--- config.mk ---
export PLATFORM = sky130hd
export DESIGN_NAME = obi_rr_arbiter
export DESIGN_NICKNAME = d
export VERILOG_FILES = /design/src/rtl/obi_rr_arbiter.sv
export SDC_FILE = /design/constraint.sdc
export NUM_CORES = 1
export LEC_CHECK = 0
export CORE_AREA = 2 2 111 113
export DETAILED_ROUTE_END_ITERATION = 10
export DIE_AREA = 0 0 113 115
export SYNTH_ARGS = -nofsm -noshare
export SYNTH_HDL_FRONTEND = slang
export SYNTH_SLANG_ARGS = --single-unit
--- constraint.sdc ---
create_clock -name clk -period 2.4 [get_ports clk]
set_clock_uncertainty 0.15 [all_clocks]
set_input_delay 0.48 -clock clk [delete_from_list [all_inputs] [get_ports clk]]
set_output_delay 0.48 -clock clk [all_outputs]
set_load 0.02 [all_outputs]
--- src/rtl/obi_rr_arbiter.sv ---
// obi_rr_arbiter: round-robin arbiter, NCH OBI requesters onto one memory port.
// Ports: clk, rst (async, active-low); ch_* requester side; mem_* memory side;
//   outstanding_o = granted-but-unanswered count; err_o = sticky stray response.
module obi_rr_arbiter #(
  parameter int NCH     = 2,
  parameter int AW      = 32,
  parameter int DW      = 32,
  parameter int MAX_OUT = 2,
  parameter int IDW     = $clog2(NCH),
  parameter int CW      = $clog2(MAX_OUT + 1)
) (
  input  logic              clk,
  input  logic              rst,
  input  logic [NCH-1:0]    ch_req_i,
  input  logic [NCH*AW-1:0] ch_addr_i,
  input  logic [NCH-1:0]    ch_we_i,
  input  logic [NCH*DW/8-1:0] ch_be_i,
  input  logic [NCH*DW-1:0] ch_wdata_i,
  output logic [NCH-1:0]    ch_gnt_o,
  output logic [NCH-1:0]    ch_rvalid_o,
  output logic [DW-1:0]     ch_rdata_o,
  output logic              mem_req_o,
  output logic [AW-1:0]     mem_addr_o,
  output logic              mem_we_o,
  output logic [DW/8-1:0]   mem_be_o,
  output logic [DW-1:0]     mem_wdata_o,
  input  logic              mem_gnt_i,
  input  logic              mem_rvalid_i,
  input  logic [DW-1:0]     mem_rdata_i,
  output logic [CW-1:0]     outstanding_o,
  output logic              err_o
);

  localparam int BW = DW / 8;
  localparam int PW = (MAX_OUT > 1) ? $clog2(MAX_OUT) : 1;

  logic [CW-1:0]  cnt_q;
  logic [CW-1:0]  cnt_d;
  logic [PW-1:0]  head_q;
  logic [PW-1:0]  tail_q;
  logic [IDW-1:0] fifo_q [MAX_OUT];

  logic [IDW-1:0] rr_q;
  logic [IDW-1:0] rr_sel;
  logic [IDW-1:0] rr_next;
  logic [IDW-1:0] sel;
  logic [IDW-1:0] idx;
  logic [IDW-1:0] lock_idx_q;
  logic           lock_q;
  logic           err_q;

  logic full;
  logic req;
  logic hs;
  logic pop;
  logic spur;

  function automatic logic [PW-1:0] ptr_inc(
    input logic [PW-1:0] p
  );
    return (p == PW'(MAX_OUT - 1)) ? '0 : p + 1'b1;
  endfunction

  // No push/pop bypass when full: a pending
  // response does not free a slot this cycle.
  assign full = (cnt_q == CW'(MAX_OUT));
  assign req  = rst & (|ch_req_i) & ~full;
  assign hs   = req & mem_gnt_i;
  assign pop  = rst & mem_rvalid_i & (cnt_q != '0);
  assign spur = mem_rvalid_i & (cnt_q == '0);

  // Descending scan so the smallest offset
  // from the pointer is the last to win.
  always_comb begin
    rr_sel = rr_q;
    idx    = '0;
    for (int i = NCH - 1; i >= 0; i--) begin
      idx = IDW'((int'(rr_q) + i) % NCH);
      if (ch_req_i[idx]) begin
        rr_sel = idx;
      end
    end
  end

  // A stalled request keeps its channel
  // until granted (OBI stability).
  assign sel = lock_q ? lock_idx_q : rr_sel;

  assign rr_next = (sel == IDW'(NCH - 1)) ?
                   '0 : sel + 1'b1;

  always_comb begin
    mem_addr_o  = '0;
    mem_we_o    = 1'b0;
    mem_be_o    = '0;
    mem_wdata_o = '0;
    if (req) begin
      mem_addr_o  = ch_addr_i[sel*AW +: AW];
      mem_we_o    = ch_we_i[sel];
      mem_be_o    = ch_be_i[sel*BW +: BW];
      mem_wdata_o = ch_wdata_i[sel*DW +: DW];
    end
  end

  assign mem_req_o = req;

  assign ch_gnt_o = hs ?
    (NCH'(1) << sel) : '0;

  assign ch_rvalid_o = pop ?
    (NCH'(1) << fifo_q[head_q]) : '0;

  assign ch_rdata_o = (rst & mem_rvalid_i) ?
    mem_rdata_i : '0;

  assign outstanding_o = cnt_q;
  assign err_o         = err_q;

  always_comb begin
    cnt_d = cnt_q;
    unique case (1'b1)
      (hs & ~pop): cnt_d = cnt_q + CW'(1);
      (~hs & pop): cnt_d = cnt_q - CW'(1);
      default:     cnt_d = cnt_q;
    endcase
  end

  always_ff @(posedge clk or negedge rst) begin
    if (!rst) begin
      cnt_q      <= '0;
      head_q     <= '0;
      tail_q     <= '0;
      rr_q       <= '0;
      lock_q     <= 1'b0;
      lock_idx_q <= '0;
      err_q      <= 1'b0;
    end else begin
      cnt_q <= cnt_d;
      if (hs) begin
        tail_q <= ptr_inc(tail_q);
        rr_q   <= rr_next;
        lock_q <= 1'b0;
      end else if (req) begin
        lock_q     <= 1'b1;
        lock_idx_q <= sel;
      end
      if (pop) begin
        head_q <= ptr_inc(head_q);
      end
      if (spur) begin
        err_q <= 1'b1;
      end
    end
  end

  always_ff @(posedge clk or negedge rst) begin
    if (!rst) begin
      for (int i = 0; i < MAX_OUT; i++) begin
        fifo_q[i] <= '0;
      end
    end else if (hs) begin
      fifo_q[tail_q] <= sel;
    end
  end

endmodule

==> results of run 1 <==
==> critical path: stages (launching register included) <==
cell and delay, ns:
dfrtp_1 0.42, a21boi_2 0.21, o31a_4 0.19, buf_12 0.16, buf_12 0.16, mux2i_1 0.22, buf_4 0.17
==> registers in the layout, summed over array words and instances, names as in the netlist <==
name,cells
err_o,1
fifo_q,2
head_q,1
lock_idx_q,1
lock_q,1
outstanding_o,2
rr_q,1
tail_q,1
==> cell type report <==
| type | count | area (µm²) | area share [%] |
|---|---|---|---|
| Tap cell | 147 | 184 | 3.24 |
| Inverter | 2 | 7.51 | 0.132 |
| Timing Repair Buffer | 329 | 3280 | 57.7 |
| Clock buffer | 3 | 75.1 | 1.32 |
| Multi-Input combinational cell | 272 | 1890 | 33.2 |
| Sequential cell | 10 | 250 | 4.40 |
==> where the power goes <==
part | internal, mW | switching, mW
registers | 0.247 | 0.0688
clock network | 0.216 | 0.0727
logic | 2.18 | 2.13
==> Yosys cell counts, drive strengths merged <==
cell type / count
and2: 1
a31oi: 4
nor2: 6
clkbuf: 6
nor2b: 2
o31ai: 1
dfrtp: 10
mux2: 2
buf: 40
nand2: 1
nand3: 139
xnor2: 4
ha: 1
xor2: 1
inv: 2
o21a: 2
nand4: 1
a21boi: 1
nand2b: 1
o211ai: 1
a21o: 1
and3: 32
o31a: 1
mux2i: 70
==> worst max path at each step <==
stage / startpoint / end / cells after the start
after floorplan: ch_req_i[0] / mem_be_o[0] / 5
after global placement: ch_req_i[0] / mem_be_o[1] / 6
after detailed placement: ch_req_i[0] / mem_wdata_o[15] / 6
after CTS: rr_q / mem_addr_o[20] / 6
after global routing: rr_q / mem_be_o[1] / 6
final: rr_q / mem_addr_o[20] / 6
==> cells by family after synthesis <==
| kind of cell | synth area share [%] |
|---|---|
| mux | 29.7 |
| compound gates | 3.50 |
| xor+xnor | 1.80 |
| simple gates | 39.4 |
| flops | 10.3 |
| buf+inv | 14.8 |
| fa+ha+maj | 0.514 |
==> per-stage QoR <==
step	area (µm²)	setup WS [ns]	setup TNS, ns	hold WS (ns)	utilization [%]
after detailed placement	5400	-0.838	-70.31	0.309	45.7
after CTS	5500	-0.00231	-0.00231	0.223	46.6
final	5680	0.00367	0	0.0759	48.1
after global routing	5680	-0.0698	-1.61	0.0835	48.1
after global placement	5400	-0.803	-67.21	0.292	45.7
after floorplan	2430	0.183	0	0.0344	-
==> cells in the final DEF, fill, tap and decap left out, types with 2 or more instances in the layout <==
cell	synthesis	routed
a31oi_1	3	3
and3_1	32	32
buf_12	6	8
buf_16	0	9
buf_2	26	17
buf_4	4	77
buf_6	3	3
clkbuf_16	0	6
clkbuf_2	0	3
clkdlybuf4s15_1	0	7
clkdlybuf4s50_1	0	175
dfrtp_1	10	10
dlygate4sd2_1	0	25
inv_1	2	2
mux2_1	2	2
mux2i_1	70	61
mux2i_2	0	9
nand3_1	138	138
nor2_1	6	5
nor2b_1	2	2
xnor2_1	4	4
==> per-layer routing <==
layer  global-route usage, %  wire length, µm  part of all wire, %  up-vias
met5                       0                0                    0        -
met2                    32.8             6740                   52      140
li1                        -                -                    -     1790
met4                    4.31              220                  1.7        0
met3                    3.53              992                  7.6       16
met1                    21.8             5040                   39     1689
==> what timing repair did <==
action	in CTS	in global routing
resized for setup	377	51
hold buffers	0	0
pin swaps	3	1
endpoints found under the setup margin	106	81
buffers inserted	7	1
cloned	9	3
endpoints found under the hold margin	0	0
==> metrics.txt, run 1 <==
RSZ-0062 raised after global routing true; Initial Util 20.6%; CTS Buf Count 3; Finished Layout Cells 763; Slew Viols, Final 0; share of cells above drive strength 1 22.9%; antenna viol nets, final 0; Mapped Cells 330; Vias 3635; Mapped Avg Cell Area 7.37 µm²; PortBufs 284; Die Ht 115 µm; Final period util 99.8%; GRT Overall Usage 18.0%; reg2reg setup slack 0.47 ns; die width 113 µm; synthesis-to-layout area growth 134%; Final Wtd Congestion 0.759; Total Power 4.91 mW; drt first pass iters 8; worst reg2reg path depth 7; Root Buffer clkbuf_16; Max Cap Viol 0; worst r2r dst outstanding_o[1]; reg2reg start outstanding_o[1]; CTS sink count 10; Max H-tree Level 1; DRT iter0 DRCs 215; dpl cells 740; Lkg Pwr 2.69 nW; initial antenna violation count 0; gr ovfl total 0; max_slew headroom 80.7%; final worst path period need 2.40 ns; Hold Vio Cnt, Final 0; violations in the final reports design-rule violations; syn nets 507; Remaining DRCs 15; CTS tree built; worst slew pin tran 0.287 ns; WP data required 1.77 ns; post-synth cell types 30; Core Region 11800 µm²; Crit Path Class flip-flop to primary output; Synth Cell Area 2430 µm²; largest net degree at the start of global routing 56; Data arrival, critical path 1.77 ns; flops & latches, synth 10; FMAX 0.417 GHz; Clock Path Buffers 2; final wirelength 13000 µm; PwrDens 864 nW/µm²; # rows 40; CP Capture Type primary output; maximum vdd drop 479 µV; total die area 13000 µm²; nets 795; most area-hungry cell type in the Yosys netlist mux2i_1; Yosys top cell area share 28.8%; Final Setup Violations 0; clk_lat worst skew 0.23 ns; CP startpoint kind flip-flop; Worst Hold Class input port to async pin; top cells by area, synth mux2i_1 29%, nand3_1 28%, dfrtp_1 10%; wire per inst 17.0 µm; Syn. warnings 0; first-pass GRT wire length 19000 µm; HPWL after detailed placement 8730 µm; Ant. Diodes 0; status complete, but fails checks; Seq/Total Area, Yosys 10.3%; Fill cells 1199; vias in the first global route 3519; Worst-path clk slew 0.04 ns; crit path max fanout 8; Ports 285; drt via density 4.76
No activity file was read; power rests on OpenSTA's default activity.
==> inputs of run 2 (changes only) <==
--- a/config.mk
+++ b/config.mk
@@ -8,6 +8,7 @@
 export CORE_AREA = 2 2 111 113
 export DETAILED_ROUTE_END_ITERATION = 10
 export DIE_AREA = 0 0 113 115
+export DONT_BUFFER_PORTS = 1
 export SYNTH_ARGS = -nofsm -noshare
 export SYNTH_HDL_FRONTEND = slang
 export SYNTH_SLANG_ARGS = --single-unit
==> run 2 against run 1 <==
The run still ends with design-rule violations left; setup slack gained 0.040 ns; sequential cell count is the same; cell count down 32%; hold slack improved by 0.14 ns; critical endpoint is now mem_addr_o[12].
==> metrics.txt, run 2 (same netlist as run 1, synthesis figures left out) <==
Core Region 11800 µm²; share of cells above drive strength 1 24.9%; commonest non-fill, non-tap cell in the layout nand3_1; Clock Path Buffers 2; WP data required 1.77 ns; Worst path slowest cell o31a_4; PortBufs 0; Final Setup Violations 0; Fin Setup TNS 0 ns; DP Area 2940 µm²; FF/Latch Area 250 µm²; Final period util 98.2%; CP startpoint kind flip-flop; Ports 285; Total Power 3.77 mW; CTS tree built; Crit Path Class flip-flop to primary output; wire per inst 15.9 µm; Final Wtd Congestion 0.837; antenna viol nets, final 0; commonest non-fill, non-tap cells in the layout 138 x nand3_1, 74 x buf_4, 70 x mux2i_1; drt first pass iters 9; GRT Overall Usage 9.35%; nets 548; status complete, but fails checks; HPWL after detailed placement 6100 µm; clk_lat worst skew 0.24 ns; Initial Util 20.6%; Fill cells 1260; final worst path period need 2.36 ns; CP Capture Type primary output; violations in the final reports design-rule violations; Die Ht 115 µm; initial antenna violation count 0; Root Buffer clkbuf_16; total die area 13000 µm²; worst slew pin tran 0.476 ns; Remaining DRCs 14; die width 113 µm; Lkg Pwr 1.51 nW; vias in the first global route 2079; dpl cells 510; CP Cell Sequence a21boi_2 -> o31a_4 -> clkbuf_16 -> mux2i_1 -> buf_4; largest net degree at the start of global routing 100; first-pass GRT wire length 10300 µm; drt via density 5.23; Max H-tree Level 1; final setup margin 0.0440 ns; max_slew headroom 68.2%; Worst Hold Class input port to flip-flop; Worst-path clk slew 0.04 ns; Design Area, Final 3100 µm²; Max Cap Viol 0; gr ovfl total 0; post-layout util 26.2%; hold slack 0.215 ns; synthesis-to-layout area growth 27.4%; # rows 40; Slew Viols, Final 0; final wirelength 8200 µm; dpl ws 0.139 ns; DRT iter0 DRCs 121; multi-input logic area 1850 µm²; maximum vdd drop 413 µV; FMAX 0.424 GHz; PwrDens 1220 nW/µm²; Finished Layout Cells 517; Hold Vio Cnt, Final 0; Data arrival, critical path 1.73 ns; Worst path max stage delay 0.42 ns; crit path max fanout 22; Ant. Diodes 0; CTS sink count 10; Vias 2703; RSZ-0062 raised after global routing true; CTS Buf Count 3
run 2: cell types whose count changed in the layout (fill, tap and decap cells not counted), moves of 3 or more:
cell             change
buf_2               -17
clkbuf_2             -3
buf_12               -3
mux2i_2              -9
mux2i_1              +9
buf_4                -3
clkdlybuf4s50_1    -175
buf_16               -9
dlygate4sd2_1       -25
clkdlybuf4s15_1      -7
buf_6                -3
run 2: worst paths after layout:
| check | from | end | slack [ns] | depth (start not counted) |
|---|---|---|---|---|
| max | rr_q | mem_addr_o[12] | 0.04 | 5 |
| max reg2reg | outstanding_o[1] | outstanding_o[1] | 0.56 | 6 |
| min reg2reg | tail_q | tail_q | 0.34 | 1 |
| max in group asynchronous | rst | rr_q | 1.29 | 1 |
| min | mem_rvalid_i | err_o | 0.21 | 1 |
| min in group asynchronous | rst | fifo_q[0] | 0.49 | 1 |
run 2: report_power, final:
part | switching, mW | leakage [nW] | total, mW | internal, mW
clock network | 0.0782 | 0.0442 | 0.329 | 0.251
registers | 0.0668 | 0.112 | 0.314 | 0.248
logic | 1.80 | 1.35 | 3.13 | 1.33
run 2: area by class of cell:
cell class,count,share of cell area (%)
clock buffer,4,2.87
inverter,2,0.242
multi-input combinational,272,59.8
sequential,10,8.07
tap,147,5.93
timing repair buffer,82,23.1
run 2: per-layer routing:
layer | up-vias | wire (µm) | GRT usage, %
met5 | - | 0 | 0
met1 | 1271 | 3340 | 12.2
met3 | 0 | 628 | 1.42
met2 | 143 | 4230 | 16.8
li1 | 1289 | - | -
met4 | 0 | 0 | 1.06
run 2: timing repair:
item / 4_1_cts / 5_1_grt
buffers inserted: 0 / 0
pin swaps: 1 / 1
endpoints found under the setup margin: 2 / 48
gates resized for setup: 0 / 3
hold buffers: 1 / 0
cloned: 0 / 2
hold endpoints to repair: 10 / 0
run 2: critical path: cells and delay by family (launching register included):
family,cells,cell delay [ns]
buffers and inverters,2,0.40
multiplexers,1,0.18
AO/OA/AOI/OAI,2,0.50
flip-flops,1,0.39
